--- src/rtl/stopwatch_counter.sv ---
// ============================================================================
// stopwatch_counter : prescaled 0..9999 up-counter with binary + BCD outputs
// Revision 1.0
// ============================================================================
`default_nettype none

module stopwatch_counter #(
  parameter int CLK_HZ  = 100_000_000,
  parameter int TICK_HZ = 10
) (
  input  logic        clk,
  input  logic        reset,
  input  logic        i_run_on,
  input  logic        i_clr_on,
  output logic [13:0] o_count,
  output logic [3:0]  o_digit_1,
  output logic [3:0]  o_digit_10,
  output logic [3:0]  o_digit_100,
  output logic [3:0]  o_digit_1000,
  output logic        o_tick,
  output logic        o_wrap
);

  localparam int DIV     = CLK_HZ / TICK_HZ;
  localparam int PRESC_W = (DIV > 1) ? $clog2(DIV) : 1;
  localparam logic [PRESC_W-1:0] PRESC_LAST = PRESC_W'(DIV - 1);
  localparam logic [13:0]        COUNT_MAX  = 14'd9999;

  generate
    if (DIV < 2 || (CLK_HZ % TICK_HZ) != 0) begin : g_div_check
      $error("stopwatch_counter: CLK_HZ/TICK_HZ must be an integer >= 2");
    end
  endgenerate

  logic [PRESC_W-1:0] presc_q, presc_d;
  logic [13:0]        count_q, count_d;
  logic [3:0]         d1_q, d1_d, d10_q, d10_d, d100_q, d100_d, d1000_q, d1000_d;
  logic               tick_q, tick_d, wrap_q, wrap_d;

  always_comb begin
    presc_d = presc_q;
    count_d = count_q;
    d1_d    = d1_q;
    d10_d   = d10_q;
    d100_d  = d100_q;
    d1000_d = d1000_q;
    tick_d  = 1'b0;
    wrap_d  = 1'b0;
    if (i_clr_on) begin
      presc_d = '0;
      count_d = '0;
      d1_d    = '0;
      d10_d   = '0;
      d100_d  = '0;
      d1000_d = '0;
    end else if (i_run_on) begin
      if (presc_q == PRESC_LAST) begin
        presc_d = '0;
        tick_d  = 1'b1;
        wrap_d  = (count_q == COUNT_MAX);
        count_d = (count_q == COUNT_MAX) ? 14'd0 : count_q + 14'd1;
        // Decade cascade: 9999 rolls every digit to 0 in lock-step with count.
        d1_d = (d1_q == 4'd9) ? 4'd0 : d1_q + 4'd1;
        if (d1_q == 4'd9) begin
          d10_d = (d10_q == 4'd9) ? 4'd0 : d10_q + 4'd1;
          if (d10_q == 4'd9) begin
            d100_d = (d100_q == 4'd9) ? 4'd0 : d100_q + 4'd1;
            if (d100_q == 4'd9) begin
              d1000_d = (d1000_q == 4'd9) ? 4'd0 : d1000_q + 4'd1;
            end
          end
        end
      end else begin
        presc_d = presc_q + 1'b1;
      end
    end
  end

  always_ff @(posedge clk) begin
    if (reset) begin
      presc_q <= '0;
      count_q <= '0;
      d1_q    <= '0;
      d10_q   <= '0;
      d100_q  <= '0;
      d1000_q <= '0;
      tick_q  <= 1'b0;
      wrap_q  <= 1'b0;
    end else begin
      presc_q <= presc_d;
      count_q <= count_d;
      d1_q    <= d1_d;
      d10_q   <= d10_d;
      d100_q  <= d100_d;
      d1000_q <= d1000_d;
      tick_q  <= tick_d;
      wrap_q  <= wrap_d;
    end
  end

  assign o_count      = count_q;
  assign o_digit_1    = d1_q;
  assign o_digit_10   = d10_q;
  assign o_digit_100  = d100_q;
  assign o_digit_1000 = d1000_q;
  assign o_tick       = tick_q;
  assign o_wrap       = wrap_q;

endmodule

`default_nettype wire

--- config.mk ---
export PLATFORM = sky130hd
export DESIGN_NAME = stopwatch_counter
export DESIGN_NICKNAME = d
export VERILOG_FILES = /design/src/rtl/stopwatch_counter.sv
export SDC_FILE = /design/constraint.sdc
export NUM_CORES = 1
export LEC_CHECK = 0
export CAP_MARGIN = 20
export CORE_MARGIN = 2
export CORE_UTILIZATION = 40
export CTS_CLUSTER_DIAMETER = 150
export DETAILED_ROUTE_END_ITERATION = 12
export SKIP_LAST_GASP = 1
export SYNTH_ARGS = -nofsm -noshare
export SYNTH_HDL_FRONTEND = slang
export SYNTH_SLANG_ARGS = --single-unit
export TNS_END_PERCENT = 30
--- constraint.sdc ---
create_clock -name clk -period 2.35 [get_ports clk]
set_clock_uncertainty 0.15 [all_clocks]
set_input_delay 0.5875 -clock clk [delete_from_list [all_inputs] [get_ports clk]]
set_output_delay 0.5875 -clock clk [all_outputs]
set_load 0.005 [all_outputs]
==> qor.yml <==
run_status:
  status: "finished with violations"
  violations: "design-rule violations"
synth:
  synth_area_sq_um: 2680
  syn_avg_cell_area_sq_um: 8.535
  async_flop_share_pct: 0
  synth-xor-area-share_pct: 11.11
  yosys.area_share.simple_pct: 34.50
  ys_seq_area_share_pct: 41.83
  synthFlopType: "dfxtp_1"
  muxShareOfSynthArea_pct: 2.241
  synth_edf_count: 0
  synthCells: 314
  yosys.area_share.adder_pct: 0.9337
  yosysWarnings: 0
  ys_ff_latch: 56
  synth_fp_nets: 320
  synth_top_family_by_area: "simple AND/OR/NAND/NOR gates"
  synth_cell_types: 42
  synth_compound_area_share_pct: 6.583
detailed_routing:
  dr.pass1.iters: 8
  top_layer_used: "met4"
  wl_met2_um: 2750
  met1_length_um: 3011
  routed_via_density: 5.375
  drt_iter0_markers: 144
  wl_met3_um: 178
  route.detailed.drc: 2
  ant_nets: 0
  wire_per_inst_um: 13.34
  drt-total-wl_um: 6015
  vias: 2424
place:
  dpl.cell_count: 444
  dpl.hpwl_um: 4386
  globalplace.congestion: 0.7589
  dp_slack_ns: -0.2407
  io_buffers: 35
power:
  p_total_w: 0.001495
  switchingPower_w: 0.0003242
  intPower_w: 0.001171
  vdd_ir_drop_max_uv: 265.6
  p_per_area_nw_per_um2: 442.2
  seq_power_share_pct: 63.6
  clkPwrFrac_pct: 33.6
  p_comb_share_pct: 2.8
  p_leak_nw: 1.159
  p_sw_share_pct: 21.69
sta:
  tightest_slew_ns: 0.4073
  max_clock_freq_ghz: 0.4461
  worst_slack_ns: 0.1084
  slew_headroom_pct: 72.60
  period_share_pct: 95.39
  finalCriticalPeriod_ns: 2.242
  slew_violations: 0
  final-hold-violation-count: 0
  totalNegativeSetupSlack_ns: 0
  setup_viol: 0
  rsz0062_at_grt: "false"
clock_tree:
  worst_skew_pair.late_latency_ns: 0.31
  clockRootBuffer: "clkbuf_8"
  cts_made_buffers: 5
  htreeDepth: 2
  cts.clk_slew.worst_paths_ns: 0.10
  cts_setup_buffers: 0
  numClockSinks: 56
  cts_tree: "yes"
  cts_buffer_depth: 2
global_route:
  grt_max_degree: 24
  first_global_vias: 2293
  grt_pass1_wl_um: 10560
  antenna_found_initial: 0
  grtUsageTotal_pct: 17.60
  overflow: 0
floorplan:
  core_sq_um: 6422
  start_util_pct: 41.73
  die_w_um: 85.86
  dieArea_sq_um: 7371
  pin_count: 36
  die_height_um: 85.86
  rows: 29
final_layout:
  fin_cells: 451
  antenna_cells: 0
  layout_commonest_cell: "dfxtp_1"
  nets: 380
  area_growth_syn_to_layout_pct: 26.14
  layout-drive-gt1-share_pct: 10.96
  most-common-layout-cells: "56 x dfxtp_1, 46 x nor2_1, 35 x clkdlybuf4s50_1"
worst_setup_path:
  cp-end-kind: "flop"
  crit_type: "input port to flop"
  path_max_fanout: 4
  required_ns: 2.45
  crit_start: "i_run_on"
  worstPathArrival_ns: 2.34
  startpoint_type: "input port"
  reg2reg_from: "o_count[0]$_SDFFE_PP0N_"
worst_hold_path:
  min_from: "o_count[8]$_SDFFE_PP0N_"
  min_path_type: "flop to flop"
flow_run:
  maxCapViolCount: 0
synth_stat cells (2+ instances only):
| cell | number | area share [%] |
|---|---|---|
| nand2_1 | 20 | 2.8 |
| mux2i_1 | 6 | 2.2 |
| nor2b_1 | 5 | 1.2 |
| xnor2_1 | 14 | 4.6 |
| dfxtp_1 | 56 | 42 |
| ha_1 | 2 | 0.93 |
| and4_1 | 7 | 2.3 |
| buf_4 | 2 | 0.56 |
| nor4_1 | 9 | 2.1 |
| and2_1 | 2 | 0.47 |
| inv_1 | 5 | 0.70 |
| buf_2 | 3 | 0.56 |
| xor2_1 | 20 | 6.5 |
| nor3_1 | 9 | 1.7 |
| nor2_1 | 46 | 6.4 |
| and4bb_2 | 2 | 0.93 |
| and3_1 | 9 | 2.1 |
| o31ai_1 | 2 | 0.56 |
| o21ai_0 | 11 | 2.1 |
| or3_1 | 8 | 1.9 |
| a21oi_1 | 11 | 2.1 |
| nand3_1 | 26 | 4.9 |
| clkbuf_1 | 4 | 0.56 |
| nand3b_1 | 2 | 0.56 |
| nor3b_1 | 3 | 0.84 |
| nand4_1 | 13 | 3.0 |
| a31oi_1 | 2 | 0.47 |
flip-flops by register name (all words and copies together), names as in the netlist:
name          cells
o_count          14
o_digit_1         4
o_digit_10        4
o_digit_100       4
o_digit_1000      4
o_tick            1
o_wrap            1
presc_q          24
area by class of cell:
| class | count | area, sq um |
|---|---|---|
| Fill cell | 607 | 3042 |
| Multi-Input combinational cell | 243 | 1494 |
| Sequential cell | 56 | 1121 |
| Timing Repair Buffer | 63 | 573.1 |
| Tap cell | 77 | 96.34 |
| Clock buffer | 6 | 72.57 |
| Inverter | 5 | 18.77 |
| Clock inverter | 1 | 5.005 |
metal layers:
layer  global-route usage [%]  up-vias
li1                         -     1238
met1                    23.48     1148
met2                    28.84       29
met3                    3.850        9
met4                    4.762        0
met5                        0        -
critical path, stage by stage:
cell and delay, ns:
clkdlybuf4s50_1 0.47, and4_2 0.25, and3_1 0.19, buf_4 0.13
nand4_4 0.09, or4_1 0.47, a21oi_1 0.14
final timing paths:
| kind | end | slack, ns | depth (start not counted) |
|---|---|---|---|
| setup / recovery | o_digit_100[0]$_SDFFE_PP0P_ | 0.11 | 7 |
| hold reg to reg | o_count[8]$_SDFFE_PP0N_ | 0.37 | 2 |
| hold / removal | o_count[8]$_SDFFE_PP0N_ | 0.37 | 2 |
| setup reg to reg | o_count[9]$_SDFFE_PP0N_ | 0.24 | 7 |
power groups by stage:
stage	clock network [W]	logic (W)	registers [W]
3_5_place_dp	0	0.0000426	0.000973
6_report	0.000502	0.0000423	0.000950
3_3_place_gp	0	0.0000427	0.000972
5_1_grt	0.000570	0.0000468	0.000951
4_1_cts	0.000527	0.0000429	0.000951
2_1_floorplan	0	0.0000209	0.000972
through the flow:
stage	util (%)	instance area [sq um]	hold WS (ns)
2_1_floorplan	-	2680	0.3210
3_3_place_gp	51.28	3293	0.3370
4_1_cts	52.48	3371	0.3732
5_1_grt	52.64	3381	0.4177
3_5_place_dp	51.28	3293	0.3509
6_report	52.64	3381	0.3688
what timing repair did:
action	in CTS	in global routing
gates resized for setup	0	2
hold buffers	0	0
endpoints found under the hold margin	0	0
endpoints found under the setup margin	0	4
kinds of logic (layout without fill, tap and decap cells):
group / Yosys count / in the layout
AOI/OAI and AO/OA: 31 / 31
and+or+nand+nor: 170 / 170
muxes: 6 / 6
DFF: 56 / 56
xor gates and xnor gates: 34 / 34
adders and majority gates: 2 / 2
buffers and inverters: 15 / 75
No activity file was read; power rests on OpenSTA's default activity.
